`src/rtl/adder_serial_n_bit.sv`:
```
// Multi-cycle N-bit adder/subtractor. Operands are consumed LSB-first,
// CHUNK bits per clock, through a registered carry. A valid/ready handshake
// guards both the operand side and the result side.
module adder_serial_n_bit #(
  parameter int WIDTH = 8,
  parameter int CHUNK = 1
) (
  input  logic             clk,
  input  logic             rst_n,
  input  logic             in_valid,
  output logic             in_ready,
  input  logic [WIDTH-1:0] a,
  input  logic [WIDTH-1:0] b,
  input  logic             c_in,
  input  logic             sub,
  output logic             out_valid,
  input  logic             out_ready,
  output logic [WIDTH-1:0] sum,
  output logic             c_out,
  output logic             overflow
);

  localparam int N  = WIDTH / CHUNK;
  localparam int KW = (N > 1) ? $clog2(N) : 1;
  localparam logic [KW-1:0] K_LAST = KW'(N - 1);

  // Reject geometries where the chunks do not tile the operand exactly.
  if (WIDTH < 1 || CHUNK < 1 || CHUNK > WIDTH || (WIDTH % CHUNK) != 0) begin : g_param_check
    $error("adder_serial_n_bit: WIDTH must be >= 1 and a multiple of CHUNK");
  end

  typedef enum logic [1:0] {
    IDLE = 2'd0,
    RUN  = 2'd1,
    DONE = 2'd2
  } state_t;

  state_t           state_r;
  logic [WIDTH-1:0] a_r;
  logic [WIDTH-1:0] b_r;
  logic [WIDTH-1:0] res_r;
  logic             carry_r;
  logic [KW-1:0]    k_r;

  logic [CHUNK-1:0] a_chunk_s;
  logic [CHUNK-1:0] b_chunk_s;
  logic [CHUNK-1:0] r_chunk_s;
  logic             carry_next_s;
  logic             carry_msb_s;
  logic             last_s;
  logic [WIDTH-1:0] res_next_s;

  assign in_ready = (state_r == IDLE);

  // Chunk adder: adds the current slice of A and B plus the stored carry and
  // merges the partial sum into the running result.
  always_comb begin
    a_chunk_s = a_r[int'(k_r) * CHUNK +: CHUNK];
    b_chunk_s = b_r[int'(k_r) * CHUNK +: CHUNK];
    {carry_next_s, r_chunk_s} = {1'b0, a_chunk_s} + {1'b0, b_chunk_s}
                                + {{CHUNK{1'b0}}, carry_r};
    // Carry into the chunk MSB recovered from its sum bit; on the last chunk
    // this is the carry into the operand MSB.
    carry_msb_s = a_chunk_s[CHUNK-1] ^ b_chunk_s[CHUNK-1] ^ r_chunk_s[CHUNK-1];
    res_next_s = res_r;
    res_next_s[int'(k_r) * CHUNK +: CHUNK] = r_chunk_s;
    last_s = (k_r == K_LAST);
  end

  // Control FSM and datapath registers: accept, run N chunks, hold result.
  always_ff @(posedge clk or negedge rst_n) begin
    if (!rst_n) begin
      state_r   <= IDLE;
      a_r       <= '0;
      b_r       <= '0;
      res_r     <= '0;
      carry_r   <= 1'b0;
      k_r       <= '0;
      out_valid <= 1'b0;
      sum       <= '0;
      c_out     <= 1'b0;
      overflow  <= 1'b0;
    end else begin
      case (state_r)
        IDLE: begin
          if (in_valid) begin
            // Subtraction is a + ~b + 1; the caller's carry-in is ignored.
            a_r     <= a;
            b_r     <= sub ? ~b : b;
            carry_r <= sub ? 1'b1 : c_in;
            k_r     <= '0;
            state_r <= RUN;
          end
        end
        RUN: begin
          res_r   <= res_next_s;
          carry_r <= carry_next_s;
          if (last_s) begin
            k_r       <= '0;
            sum       <= res_next_s;
            c_out     <= carry_next_s;
            overflow  <= carry_msb_s ^ carry_next_s;
            out_valid <= 1'b1;
            state_r   <= DONE;
          end else begin
            k_r <= k_r + KW'(1);
          end
        end
        DONE: begin
          if (out_ready) begin
            out_valid <= 1'b0;
            state_r   <= IDLE;
          end
        end
        default: begin
          out_valid <= 1'b0;
          k_r       <= '0;
          state_r   <= IDLE;
        end
      endcase
    end
  end

endmodule
```
`config.mk`:
```
export PLATFORM = sky130hd
export DESIGN_NAME = adder_serial_n_bit
export DESIGN_NICKNAME = d
export VERILOG_FILES = /design/src/rtl/adder_serial_n_bit.sv
export SDC_FILE = /design/constraint.sdc
export NUM_CORES = 1
export LEC_CHECK = 0
export CAP_MARGIN = 20
export CORE_ASPECT_RATIO = 1.75
export CORE_MARGIN = 2
export CORE_UTILIZATION = 45
export CTS_CLUSTER_DIAMETER = 150
export DETAILED_ROUTE_END_ITERATION = 8
export PLACE_DENSITY_LB_ADDON = 0.1
export SLEW_MARGIN = 25
export SYNTH_ARGS = -nofsm -noshare
export SYNTH_HDL_FRONTEND = slang
export SYNTH_SLANG_ARGS = --single-unit
```
`constraint.sdc`:
```
create_clock -name clk -period 4.16 [get_ports clk]
set_clock_uncertainty 0.2 [all_clocks]
set_input_delay 0.416 -clock clk [delete_from_list [all_inputs] [get_ports clk]]
set_output_delay 0.416 -clock clk [all_outputs]
set_load 0.005 [all_outputs]
```
* Yosys cells after proc, flatten, opt, wreduce, memory -nomap -nowiden *
Cells that the tools add are included.

word-level totals
  register bits after elaboration = 41
  bits of input ports = 22
  output and inout port bits = 12
  logic and storage cells = 53

cells by class
  bitwise operators = 6
  reduce and logical (&&, ||, !) cells = 8
  shift operators = 4
  multiplexer cells = 15
  add/subtract/negate cells = 4
  eq/ne operators = 6

operator list
  operator                count
  $neg 3->33              1
  $shift 1x33->8 const A  1
  $shiftx 1x33->8         1
  $shiftx 8x4->1          2
  $pmux 3 s3              1
  $bwmux 8                1
  $mux 8                  1
  $not 8->8               1
  $reduce_and 2->1        4
  $mux 2                  3
  $mux 3                  2
  $ne 2x2->1 const B      3
  $pmux 2 s3              1
  $reduce_and 3->1        2
  $mux 1                  4
  $add 3x1->3 const B     1
  $eq 3x3->1 const B      1
  $pmux 1 s3              1
  $xor 1x1->1             3
  $add 1x1->2             1
  $add 2x1->2             1
  $eq 2x1->1 const B      1
  $eq 2x2->1 const B      1
  $logic_not 2->1         1
  3 further kinds         4

* Longest topological paths before layout *
Gate-level depths: netlist of the first run.

  depth in word-level cells = 5
  depth in mapped cells = 8
  mapped depth without buffers = 7

* Least setup slack after synthesis of the first run *
Ideal clock, no wire load.

  path type = register -> register
  start point = register k_r[0]
  end point = register sum[6]
  period minus slack after synthesis = 2.809 ns
  data required time = 3.877 ns
  data arrival time = 2.526 ns
  setup time = 0.083 ns
  stages on the path, launching flop included = 7
  buffers on the path = 0
  path slack = 1.351 ns
  cells stage by stage = dfrtp_1 > mux4_1 > mux2_2 > fa_1 > nor4bb_1 > mux2i_1 > o21ai_0

between the ends
  longest elaborated chain between the ends = 5
  elaborated cells on any way between the ends = 10
  those cells by class = add/sub (3); eq/ne (1); shift (4); mux (1); reduce/logical (1)

RTL lines
  what                               line    RTL
  start, declared                    43      logic [KW-1:0] k_r;
  start signal, assigned             106     k_r <= k_r + KW'(1);
  $shiftx 8x4->1 (on tied branches)  58, 59
  $add 1x1->2                        60      {carry_next_s, r_chunk_s} = {1'b0, a_chunk_s} + {1'b0, b_chunk_s}
  $add 2x1->2                        61      + {{CHUNK{1'b0}}, carry_r};
  $shiftx 1x33->8                    66      res_next_s[int'(k_r) * CHUNK +: CHUNK] = r_chunk_s;
  $bwmux 8                           66
  end signal, assigned               100     sum <= res_next_s;
  end, declared                      18      output logic [WIDTH-1:0] sum,

Parallel ways exist; a longest one is shown, timed or not.
A chain may end at the register's enable or synchronous reset.

* Final worst setup path of the first run *
  start point = register k_r[0]
  end point = register sum[7]

The elaborated chain is that of the path after synthesis.

==> reports/qor.yml, run 1 <==
cts:
  cts.sinks: 41
  clk_pin_slew_ns: 0.08
  post_cts_buffers: 0
  post_cts_resized: 0
  cts_tree: "done"
  htreeDepth: 2
  root_buffer: "clkbuf_8"
  clkLatencyLatePin_ns: 0.29
  cts_buffer_depth: 2
  postCtsHoldBufs: 0
  numCtsBuffers: 5
timing:
  tightestPinTransition_ns: 0.957
  final_hold_viol_count: 0
  setup_ws_ns: 0.691
  period_minus_slack_ns: 3.47
  grt_setup_unrepaired: "false"
  fmax_mhz: 288
  finalSetupViolCount: 0
  fin_crit_sh_pct: 83.4
  slew_viol_final: 0
  slew_headroom_pct: 36.1
  tns_ns: 0
global_route:
  grt_pass1_vias: 1603
  use_met2_pct: 32.7
  grt_usage_pct: 17.8
  grt.busiest_layer: "met2"
  antenna_found_initial: 0
  grt_first_pass_wirelength_um: 7200
  met1_usage_pct: 19.0
  grt-ovfl-total: 0
  grt_max_degree: 42
  gr-usage-met3_pct: 3.03
layout:
  n_fill_cell: 388
  nNetsFinal: 250
  diodes: 0
  drive_gt1_share_pct: 13.2
  area_delta_synth_final_pct: 22.5
flow_run:
  cap_violations: 0
pwr:
  p_per_area_nw_per_um2: 774
  p_sw_mw: 0.729
  ir_drop_v: 0.000488
  netSwitchingFraction_pct: 37.0
  power.internal_mw: 1.24
  pwr-share-clk_pct: 15.4
  p_comb_share_pct: 48.2
  p_leak_nw: 1.09
  power.share.sequential_pct: 36.4
synth:
  netlist.area_leader.share_pct: 49.4
  yosys-top-cells-area: "dfrtp_1 49%, mux2_2 9.8%, nand2_1 5.2%"
  synth_largest_area_cell: "dfrtp_1"
  synth.distinct_cells: 31
  netlist_instances: 186
  ys_seq_area_share_pct: 49.4
  synthesis.area_um2: 2080
  syn_area_per_cell_um2: 11.2
  synth_seq_cells: 41
  synth_nets: 217
  yosys_warnings: 0
routing:
  vias: 1454
  via_per_inst: 5.39
  wl_per_cell_um: 15.2
  firstDrtPassIters: 4
  final_antenna_net_count: 0
  routed_wl_um: 4120
  drt_iter0_drc: 18
  drc_errors: 0
placement:
  hpwl_um: 3080
  portBuffers: 33
  dp_slack_ns: 0.702
  gp_congestion: 0.761
floorplan:
  die_w_um: 55.4
  dieArea_um2: 5200
  rows: 32
  start_util_pct: 46.8
  coreArea_um2: 4440
  pin_count: 34
  die_y_um: 93.9
critical_path:
  cp.arrival_ns: 3.47
  worst_ep_required_time_ns: 4.16
  crit_path_end_kind: "flop"
  critical_path.max_fanout: 15
  criticalPathCategory: "reg2reg"
  startpoint_type: "flop"
  rrSetupSlack_ns: 0.69
min_path:
  holdCritPathClass: "reg2reg"
run_status:
  status: "complete, no violations"
==> cells by family (layout without fill, tap and decap cells) <==
family	Yosys count	in the layout	synth area share, %
mux	30	30	18.3
simple gates	59	59	13.1
flops	41	41	49.4
xor+xnor	10	10	4.21
fa+ha+maj	9	9	5.78
buf+inv	11	44	2.35
compound gates	26	26	6.92
==> metal layers <==
layer  up-vias  part of all wire (%)  wire length [um]
met1       706                    38              1560
li1        707                     -                 -
met4         0                   3.3               137
met2        29                    56              2320
met3        12                   2.4               100
met5         -                     0                 0
==> cells in the mapped netlist, drive strengths merged <==
| cell type | count |
|---|---|
| dfrtp | 41 |
| nand2 | 29 |
| mux2 | 18 |
| nor2 | 15 |
| o21ai | 12 |
| xnor2 | 10 |
| a21oi | 9 |
| ha | 8 |
| mux2i | 8 |
| buf | 5 |
| mux4 | 4 |
| clkbuf | 3 |
| inv | 3 |
| nor3b | 3 |
| nand2b | 2 |
| nor2b | 2 |
| nor3 | 2 |
| nor4 | 2 |
| o31ai | 2 |
| a22o | 1 |
| and4b | 1 |
| fa | 1 |
| nand3 | 1 |
| nor4b | 1 |
| nor4bb | 1 |
| o22ai | 1 |
| o31a | 1 |
==> path summary, 6_finish.rpt <==
kind                              from  depth (start not counted)         end
worst max-delay path            k_r[0]                          6      sum[7]
worst min-delay path            sum[5]                          2      sum[5]
worst max register to register  k_r[0]                          6      sum[7]
worst min register to register  sum[5]                          2      sum[5]
max in group asynchronous        rst_n                          2      a_r[2]
min in group asynchronous        rst_n                          2  state_r[1]
==> stage by stage <==
stage                     hold WS, ns  total power [mW]  instances  utilization [%]  cell area, um^2
after CTS                      0.0866              2.00        269             57.0             2530
after floorplan               -0.0796              1.39        186                -             2080
final                           0.278              1.97        270             57.3             2550
after global placement          0.264              1.63        262             54.7             2430
after global routing            0.305              2.13        270             57.3             2550
after detailed placement        0.270              1.68        262             54.7             2430
==> critical path, stage by stage (launching register included) <==
cell and delay [ns]:
dfrtp_1 0.72, mux4_1 0.63, mux2_2 0.32, fa_1 0.59, nor4b_1 0.57, mux2i_1 0.15, o21ai_0 0.19
==> area by class of cell <==
cell class              count  area [um^2]  area share (%)
flip-flops and latches     41         1030            40.3
multi-input cells         134         1000            39.4
repair buffers             34          338            13.3
clock buffers               5         68.8            2.70
well taps                  51         63.8            2.51
clock inverters             2         35.0            1.38
inverters                   3         11.3           0.442
==> registers in the layout (all words and copies together) (netlist names), 2 cells and up <==
register,count
a_r,8
b_r,8
k_r,3
res_r,8
state_r,2
sum,8
==> cell usage in the layout, fill, tap and decap left out, types with 2 or more instances in the layout <==
| cell type | count |
|---|---|
| mux4_2 | 2 |
| nor2b_1 | 2 |
| nor3b_1 | 3 |
| clkdlybuf4s50_1 | 32 |
| mux4_1 | 2 |
| o21ai_0 | 12 |
| xnor2_1 | 10 |
| nand2b_1 | 2 |
| clkbuf_8 | 5 |
| ha_1 | 8 |
| mux2i_1 | 8 |
| nor2_1 | 14 |
| a21oi_1 | 9 |
| nand2_1 | 29 |
| mux2_2 | 18 |
| o31ai_1 | 2 |
| inv_1 | 3 |
| nor3_1 | 2 |
| nor4_1 | 2 |
| dfrtp_1 | 41 |
==> power groups by stage <==
stage | logic [mW] | registers [mW] | clock network, mW
after detailed placement | 0.955 | 0.725 | 0
final | 0.949 | 0.718 | 0.304
after global placement | 0.919 | 0.713 | 0
after global routing | 1.06 | 0.742 | 0.331
after CTS | 0.965 | 0.719 | 0.314
after floorplan | 0.739 | 0.653 | 0
Power figures use the tool's default switching activity.
==> run 2: changes to the inputs <==
- clock period: 4.16 -> 2.95 ns (I/O delays scaled with it)
==> reports/qor.yml, run 2 (same netlist as run 1, synthesis figures left out) <==
run_status:
  status: "complete, no violations"
layout:
  drive_gt1_share_pct: 16.9
  n_fill_cell: 400
  area_delta_synth_final_pct: 25.7
  seqCellArea_um2: 1030
  final_cell_mix: "41 x dfrtp_1, 32 x clkdlybuf4s50_1, 29 x nand2_1"
  diodes: 0
  multi_input_area_um2: 1030
  stdcell_area_um2: 2610
  final_common_cell: "dfrtp_1"
  nNetsFinal: 256
cts:
  cts.sinks: 41
  numCtsBuffers: 5
  clkLatencyLatePin_ns: 0.30
  root_buffer: "clkbuf_8"
  htreeDepth: 2
  post_cts_buffers: 0
  clk_pin_slew_ns: 0.08
  cts_tree: "done"
  cts_buffer_depth: 2
critical_path:
  rrSetupSlack_ns: 0.14
  worstReg2RegEnd: "sum[6]"
  criticalPathCategory: "reg2reg"
  reg2reg_from: "k_r[0]"
  critical_path.max_fanout: 5
  startpoint_type: "flop"
  cp.arrival_ns: 2.83
  worst_ep_required_time_ns: 2.97
  r2r_cells: 7
  crit_path_end_kind: "flop"
pwr:
  ir_drop_v: 0.000622
  p_leak_nw: 1.12
  p_per_area_nw_per_um2: 1120
timing:
  slew_headroom_pct: 40.6
  period_minus_slack_ns: 2.81
  setup_ws_ns: 0.135
  tightestPinTransition_ns: 0.891
  final_hold_viol_count: 0
  fmax_mhz: 355
  fin_crit_sh_pct: 95.4
  slew_viol_final: 0
  finalSetupViolCount: 0
placement:
  portBuffers: 33
  hpwl_um: 3140
  gp_congestion: 0.765
  dpl_cell_area_um2: 2470
  dp_slack_ns: 0.0474
floorplan:
  start_util_pct: 46.8
  coreArea_um2: 4440
  die_y_um: 93.9
  rows: 32
  die_w_um: 55.4
  dieArea_um2: 5200
  pin_count: 34
min_path:
  whs_path_depth: 2
  holdCritPathClass: "reg2reg"
  hp-start: "sum[1]"
  whs_endpoint: "sum[1]"
global_route:
  grt_usage_pct: 17.5
  grt_pass1_vias: 1582
  grt_first_pass_wirelength_um: 7080
  grt-ovfl-total: 0
  antenna_found_initial: 0
  grt_max_degree: 42
routing:
  via_per_inst: 5.39
  vias: 1487
  firstDrtPassIters: 4
  routed_wl_um: 4080
  drt_iter0_drc: 24
  drc_errors: 0
  final_antenna_net_count: 0
  wl_per_cell_um: 14.8
flow_run:
  cap_violations: 0
-- run 2: layout make-up --
type	instances	share of cell area, %
multi-input combinational	134	39.3
timing repair buffer	40	14.6
clock buffer	5	2.63
clock inverter	2	1.34
tap	51	2.44
inverter	3	0.431
sequential	41	39.3
-- run 2: stage by stage --
step | hold WS, ns | utilization (%) | total power [mW] | TNS, ns | std cells
after floorplan | -0.201 | - | 1.96 | 0 | 186
after global placement | 0.250 | 55.7 | 2.36 | 0 | 268
after detailed placement | 0.274 | 55.7 | 2.44 | 0 | 268
after CTS | 0.292 | 58.2 | 2.88 | 0 | 276
after global routing | 0.314 | 58.8 | 3.16 | -0.0245 | 276
final | 0.282 | 58.8 | 2.92 | 0 | 276
-- run 2: metal layers --
| layer | vias to the layer above | global-route usage [%] | part of all wire (%) |
|---|---|---|---|
| met5 | - | 0 | 0 |
| met4 | 0 | 9.15 | 3.3 |
| met3 | 10 | 3.31 | 2.9 |
| met2 | 29 | 33.3 | 57 |
| met1 | 727 | 17.5 | 36 |
| li1 | 721 | - | - |
-- run 2: how the worst max path moves through the flow --
stage           start  endpoint  slack, ns  cells after the start
2_1_floorplan  k_r[0]    sum[6]       0.14                      6
3_3_place_gp   k_r[0]    sum[7]       0.18                      7
3_5_place_dp   k_r[0]    sum[7]       0.05                      7
4_1_cts        k_r[0]    sum[7]       0.02                      7
5_1_grt        k_r[0]    sum[6]      -0.02                      7
6_report       k_r[0]    sum[6]       0.14                      7
-- run 2: power by group --
group,leakage [nW],total [mW],switching [mW],internal (mW)
clock network,0.0540,0.435,0.189,0.246
registers,0.507,0.959,0.158,0.801
logic,0.563,1.52,0.712,0.810
-- run 2: worst max-delay path: stages (launching register included) --
cell	delay (ns)
dfrtp_1	0.39
mux4_1	0.57
mux2_2	0.32
fa_2	0.60
nor4bb_2	0.28
buf_4	0.16
mux2i_1	0.07
o21ai_0	0.15
-- run 2: what timing repair did --
item / 4_1_cts / 5_1_grt
hold buffers: 1 / 0
resized for setup: 0 / 4
endpoints found under the hold margin: 41 / 0
setup endpoints to repair: 0 / 4
